[src/rtl/morse_symbol_packer.sv]
// morse_symbol_packer
// Conditions the raw player/mode keys, tracks the current symbol mode and
// packs up to four 2-bit symbols into one Morse letter. A letter closes when
// its fourth symbol arrives or when no symbol arrives for GAP_CYCLES clocks.
// Slot 0 of a letter occupies [7:6] and slot 3 occupies [1:0].
module morse_symbol_packer #(
  parameter int unsigned GAP_CYCLES  = 16,
  parameter int unsigned MAX_SYMBOLS = 4
) (
  input  logic       clk,
  input  logic       rst,
  input  logic       PlayerBtn,
  input  logic       ModeBtn,
  output logic [1:0] mode,
  output logic [7:0] MorsePacked,
  output logic       MorseReady,
  output logic [2:0] sym_count
);

  localparam logic [15:0] GAP_LAST = 16'(GAP_CYCLES - 1);
  localparam logic [2:0]  SYM_FULL = 3'(MAX_SYMBOLS);

  localparam logic [1:0] MODE_NONE = 2'b00;
  localparam logic [1:0] MODE_DOT  = 2'b01;
  localparam logic [1:0] MODE_DASH = 2'b11;

  typedef enum logic [1:0] {
    S_IDLE    = 2'd0,
    S_COLLECT = 2'd1,
    S_EMIT    = 2'd2
  } state_e;

  // Key conditioning: two-flop synchronizer plus a delayed copy for edges
  logic ply_meta_q, ply_meta_d, ply_sync_q, ply_sync_d, ply_prev_q, ply_prev_d;
  logic mod_meta_q, mod_meta_d, mod_sync_q, mod_sync_d, mod_prev_q, mod_prev_d;
  logic ply_edge, mod_edge;

  // Letter assembly and FSM state
  state_e      state_q, state_d;
  logic [1:0]  mode_q, mode_d;
  logic [7:0]  work_q, work_d;
  logic [2:0]  sym_count_q, sym_count_d;
  logic [15:0] gap_q, gap_d;
  logic [7:0]  packed_q, packed_d;
  logic        ready_q, ready_d;
  logic        accept;

  // Writes a 2-bit symbol code into the given slot of a letter word
  function automatic logic [7:0] put_slot(input logic [7:0] word,
                                          input logic [1:0] idx,
                                          input logic [1:0] code);
    logic [7:0] w;
    w = word;
    case (idx)
      2'd0:    w[7:6] = code;
      2'd1:    w[5:4] = code;
      2'd2:    w[3:2] = code;
      default: w[1:0] = code;
    endcase
    return w;
  endfunction

  // Synchronizer shift: raw key -> meta -> sync -> prev
  always_comb begin
    ply_meta_d = PlayerBtn;
    ply_sync_d = ply_meta_q;
    ply_prev_d = ply_sync_q;
    mod_meta_d = ModeBtn;
    mod_sync_d = mod_meta_q;
    mod_prev_d = mod_sync_q;
  end

  assign ply_edge = ply_sync_q & ~ply_prev_q;
  assign mod_edge = mod_sync_q & ~mod_prev_q;

  // A press counts as a symbol only while a symbol mode is selected
  assign accept = ply_edge && (mode_q != MODE_NONE);

  // Next-state logic: mode cycling, slot writes, gap timing and letter emit
  always_comb begin
    // NOTE: every signal assigned here gets a default first, so no path
    // through the case leaves one unassigned and infers a latch.
    state_d     = state_q;
    mode_d      = mode_q;
    work_d      = work_q;
    sym_count_d = sym_count_q;
    gap_d       = gap_q;
    packed_d    = packed_q;
    ready_d     = 1'b0;

    // The symbol below uses mode_q, so a same-cycle mode press only affects
    // later symbols.
    if (mod_edge) begin
      case (mode_q)
        MODE_NONE: mode_d = MODE_DOT;
        MODE_DOT:  mode_d = MODE_DASH;
        default:   mode_d = MODE_NONE;
      endcase
    end

    unique case (state_q)
      S_IDLE: begin
        gap_d = '0;
        if (accept) begin
          work_d      = put_slot(work_q, 2'd0, mode_q);
          sym_count_d = 3'd1;
          state_d     = S_COLLECT;
        end
      end

      S_COLLECT: begin
        if (accept) begin
          // An accept always wins over a gap expiry in the same cycle
          work_d      = put_slot(work_q, sym_count_q[1:0], mode_q);
          sym_count_d = sym_count_q + 3'd1;
          gap_d       = '0;
          if (sym_count_d == SYM_FULL) state_d = S_EMIT;
        end else if (gap_q == GAP_LAST) begin
          state_d = S_EMIT;
        end else if (gap_q != 16'hFFFF) begin
          gap_d = gap_q + 16'd1;
        end
      end

      S_EMIT: begin
        // A press landing in the emit cycle opens the next letter directly
        gap_d = '0;
        if (accept) begin
          work_d      = put_slot(8'h00, 2'd0, mode_q);
          sym_count_d = 3'd1;
          state_d     = S_COLLECT;
        end else begin
          work_d      = 8'h00;
          sym_count_d = 3'd0;
          state_d     = S_IDLE;
        end
      end

      default: begin
        work_d      = 8'h00;
        sym_count_d = 3'd0;
        gap_d       = '0;
        state_d     = S_IDLE;
      end
    endcase

    // Publish the finished letter so it is valid throughout the EMIT cycle
    if (state_d == S_EMIT) begin
      packed_d = work_d;
      ready_d  = 1'b1;
    end
  end

  // State registers with synchronous active-low reset
  always_ff @(posedge clk) begin
    // NOTE: non-blocking assignments keep every flop sampling the values from
    // before this edge, independent of statement order.
    if (!rst) begin
      ply_meta_q  <= 1'b0;
      ply_sync_q  <= 1'b0;
      ply_prev_q  <= 1'b0;
      mod_meta_q  <= 1'b0;
      mod_sync_q  <= 1'b0;
      mod_prev_q  <= 1'b0;
      state_q     <= S_IDLE;
      mode_q      <= MODE_NONE;
      work_q      <= 8'h00;
      sym_count_q <= 3'd0;
      gap_q       <= '0;
      packed_q    <= 8'h00;
      ready_q     <= 1'b0;
    end else begin
      ply_meta_q  <= ply_meta_d;
      ply_sync_q  <= ply_sync_d;
      ply_prev_q  <= ply_prev_d;
      mod_meta_q  <= mod_meta_d;
      mod_sync_q  <= mod_sync_d;
      mod_prev_q  <= mod_prev_d;
      state_q     <= state_d;
      mode_q      <= mode_d;
      work_q      <= work_d;
      sym_count_q <= sym_count_d;
      gap_q       <= gap_d;
      packed_q    <= packed_d;
      ready_q     <= ready_d;
    end
  end

  assign mode        = mode_q;
  assign MorsePacked = packed_q;
  assign MorseReady  = ready_q;
  assign sym_count   = sym_count_q;

endmodule
[config.mk]
export PLATFORM = sky130hd
export DESIGN_NAME = morse_symbol_packer
export DESIGN_NICKNAME = d
export VERILOG_FILES = /design/src/rtl/morse_symbol_packer.sv
export SDC_FILE = /design/constraint.sdc
export NUM_CORES = 1
export LEC_CHECK = 0
export ABC_AREA = 1
export CAP_MARGIN = 40
export CORE_MARGIN = 3
export CORE_UTILIZATION = 33
export CTS_CLUSTER_DIAMETER = 200
export DETAILED_ROUTE_END_ITERATION = 8
export PLACE_DENSITY_LB_ADDON = 0.15
export SKIP_CTS_REPAIR_TIMING = 1
export SYNTH_ARGS = -nofsm -noshare
export SYNTH_HDL_FRONTEND = slang
export SYNTH_SLANG_ARGS = --single-unit
[constraint.sdc]
create_clock -name clk -period 2.5 [get_ports clk]
set_input_delay 0.5 -clock clk [delete_from_list [all_inputs] [get_ports clk]]
set_output_delay 0.5 -clock clk [all_outputs]
set_load 0.05 [all_outputs]
==> impl_metrics.tcl <==
set metrics [dict create \
    cp-end-kind "output port" \
    setup_violations 0 \
    p_total_mw 1.36 \
    holdPathStages 2 \
    syn_avg_cell_area_um2 6.99 \
    worstHoldStart "ply_meta_q$_SDFF_PN0_" \
    cp_max_fo 6 \
    grt_pass1_wl_um 8800 \
    dr_total_vias 2080 \
    antenna_found_initial 0 \
    synth_area_leaders "dfxtp_1 39%, nand2_1 14%, nor2_1 7.4%" \
    syn_to_final_growth_pct 15.6 \
    critPathRequiredTime_ps 2000 \
    drive_above_1_share 0.0989 \
    max_stage_delay_ps 850 \
    totalWireLength_um 5100 \
    htree_levels 2 \
    pwr-share-clk 0.419 \
    period_share 0.843 \
    tns_ps 0 \
    cts.path.max_buffers 2 \
    track_usage 0.129 \
    seq_area_frac_synth 0.385 \
    rows 30 \
    nets 373 \
    grt_max_degree 16 \
    yosysWarnings 0 \
    p_leak_nw 1.19 \
    gp_congestion 0.830 \
    switchingPower_uw 306 \
    drtIter0Drc 120 \
    drt-wirelength-per-cell_um 11.1 \
    crit_buf_inv 1 \
    final_antenna_net_count 0 \
    dp.final_hpwl_um 3820 \
    critPathLaunch "sym_count[0]$_SDFFE_PN0P_" \
    synth_area_leader_cell "dfxtp_1" \
    final_area_mm2 0.00276 \
    die_height_um 91.1 \
    synth_cell_types 30 \
    swShare 0.225 \
    tritoncts "done" \
    drc 0 \
    crit_type "flop to output port" \
    drv_slew 0 \
    synth_area_mm2 0.00239 \
    synth.net_count 352 \
    p_seq_frac 0.546 \
    irDropWorstVdd_uv 249 \
    netlist_instances 342 \
    cp-start-kind "flop" \
    outcome "completed" \
    cpLargestDelayFamily "buffers and inverters" \
    maxSlewHeadroom 0.642 \
    hold_viol_final 0 \
    clk_latency_ps 310 \
    p_int_mw 1.06 \
    reg2reg_from "gap_q[0]$_SDFFE_PP0P_" \
    cp.depth 1 \
    dieArea_mm2 0.00830 \
    grt_remaining_overflow 0 \
    cts_root_buf "clkbuf_8" \
    initial_core_util 0.346 \
    drtPass1Iterations 4 \
    crit_slowest_cell "clkdlybuf4s50_1" \
    p_comb_frac 0.035 \
    grt_pass1_vias 1895 \
    cts_sinks 46 \
    placed_area_mm2 0.00265 \
    ys_ff_latch 46 \
    core-area_mm2 0.00691 \
    reg2reg_depth 9 \
    period_minus_slack_ps 2110 \
    cts-buffers-inserted 5 \
    die_w_um 91.1 \
    path_clk_slew_ps 90 \
    fmax_mhz 475 \
    grt_setup_unrepaired "no" \
    io_buffers 17 \
    cp_cell_sequence "clkdlybuf4s50_1" \
    p_per_area_mw_per_mm2 493 \
    maxCapViolCount 0 \
    ios 18 \
    cp.arrival_ps 1610 \
    fillerInstances 766 \
    tightest_slew_ps 536 \
    min_path_type "flop to flop" \
    clock_skew_ps 16.2 \
    antenna_cells 0 \
    via_per_inst 4.52 \
    synth.top_cell.area_share 0.385 \
]
[logic make-up after synthesis]
kind of cell / after synthesis / share of synthesized area
AND/OR/NAND/NOR: 198 / 0.390
AO/OA/AOI/OAI: 32 / 0.0712
adder cells (fa/ha/maj): 6 / 0.0314
buffers and inverters: 52 / 0.0927
flip-flops: 46 / 0.385
XOR/XNOR: 8 / 0.0293
[cell usage in the layout, fill, tap and decap left out, drive strengths merged]
master | netlist | routed
nand3 | 31 | 31
a21oi | 20 | 20
buf | 4 | 2
o21ai | 9 | 9
nor2 | 54 | 54
clkbuf | 1 | 5
clkdlybuf4s50 | 0 | 17
bufinv | 0 | 1
or2 | 1 | 1
and2 | 1 | 1
ha | 6 | 6
xor2 | 5 | 5
a31oi | 3 | 3
nand2 | 96 | 96
inv | 47 | 48
xnor2 | 3 | 3
nand3b | 2 | 2
dfxtp | 46 | 46
nor3 | 5 | 5
clkinv | 0 | 1
nand4 | 8 | 8
[layer usage]
| metal | share of wire | track usage |
|---|---|---|
| met5 | 0 | 0 |
| met4 | 0.014 | 0.0415 |
| met3 | 0.032 | 0.0273 |
| met2 | 0.43 | 0.195 |
| met1 | 0.52 | 0.183 |
[cell type report]
type	count	area (µm²)	share of cell area
multi-input cells	244	1250	0.452
flip-flops and latches	46	921	0.333
repair buffers	19	185	0.0670
inverters	47	176	0.0639
well taps	96	120	0.0435
clock buffers	5	68.8	0.0249
clock inverters	3	43.8	0.0159
[power by group through the flow]
stage               Combinational [mW]  Clock [mW]  Sequential [mW]
global placement                0.0480           0            0.761
floorplan                       0.0274           0            0.765
detailed placement              0.0484           0            0.761
CTS                             0.0484       0.597            0.744
global route                    0.0533       0.619            0.745
finish                          0.0476       0.570            0.744
[final timing paths]
path / endpoint / slack, ps
setup / recovery: sym_count[0] / 390
hold / removal: ply_prev_d$_SDFF_PN0_ / 420
setup reg to reg: MorsePacked[4]$_SDFFE_PN0N_ / 720
hold reg to reg: ply_prev_d$_SDFF_PN0_ / 420
[stage by stage]
| step | hold slack, ps | utilization | std cells | setup WS, ps |
|---|---|---|---|---|
| final | 416 | 0.400 | 460 | 393 |
| after CTS | 422 | 0.400 | 460 | 372 |
| after detailed placement | 402 | 0.384 | 452 | 714 |
| after floorplan | 390 | - | 342 | 738 |
| after global routing | 442 | 0.400 | 460 | 304 |
| after global placement | 393 | 0.384 | 452 | 722 |
[state kept, by name (all words and copies together), names as in the netlist]
register / count
gap_q: 16
MorsePacked: 8
work_q: 8
sym_count: 3
mode: 2
state_q: 2
MorseReady: 1
mod_meta_q: 1
mod_prev_d: 1
mod_prev_q: 1
ply_meta_q: 1
ply_prev_d: 1
ply_prev_q: 1
[cells in the mapped netlist]
cell and n:
nand2_1 92, nor2_1 47, dfxtp_1 46, inv_1 41, nand3_1 30, a21oi_1 20, nand4_1 8, ha_1 6
inv_2 6, o21ai_0 6, xor2_1 5, nor2_2 4, buf_6 3, nand2_2 3, nor3_2 3, o21ai_1 3
xnor2_1 3, a31oi_1 2, nor2_4 2, nor3_4 2, a31oi_2 1, and2_1 1, buf_4 1, clkbuf_1 1
nand2_4 1, nand3_2 1, nand3b_1 1, nand3b_4 1, nor2_8 1, or2_2 1
No activity file was read; power rests on OpenSTA's default activity.
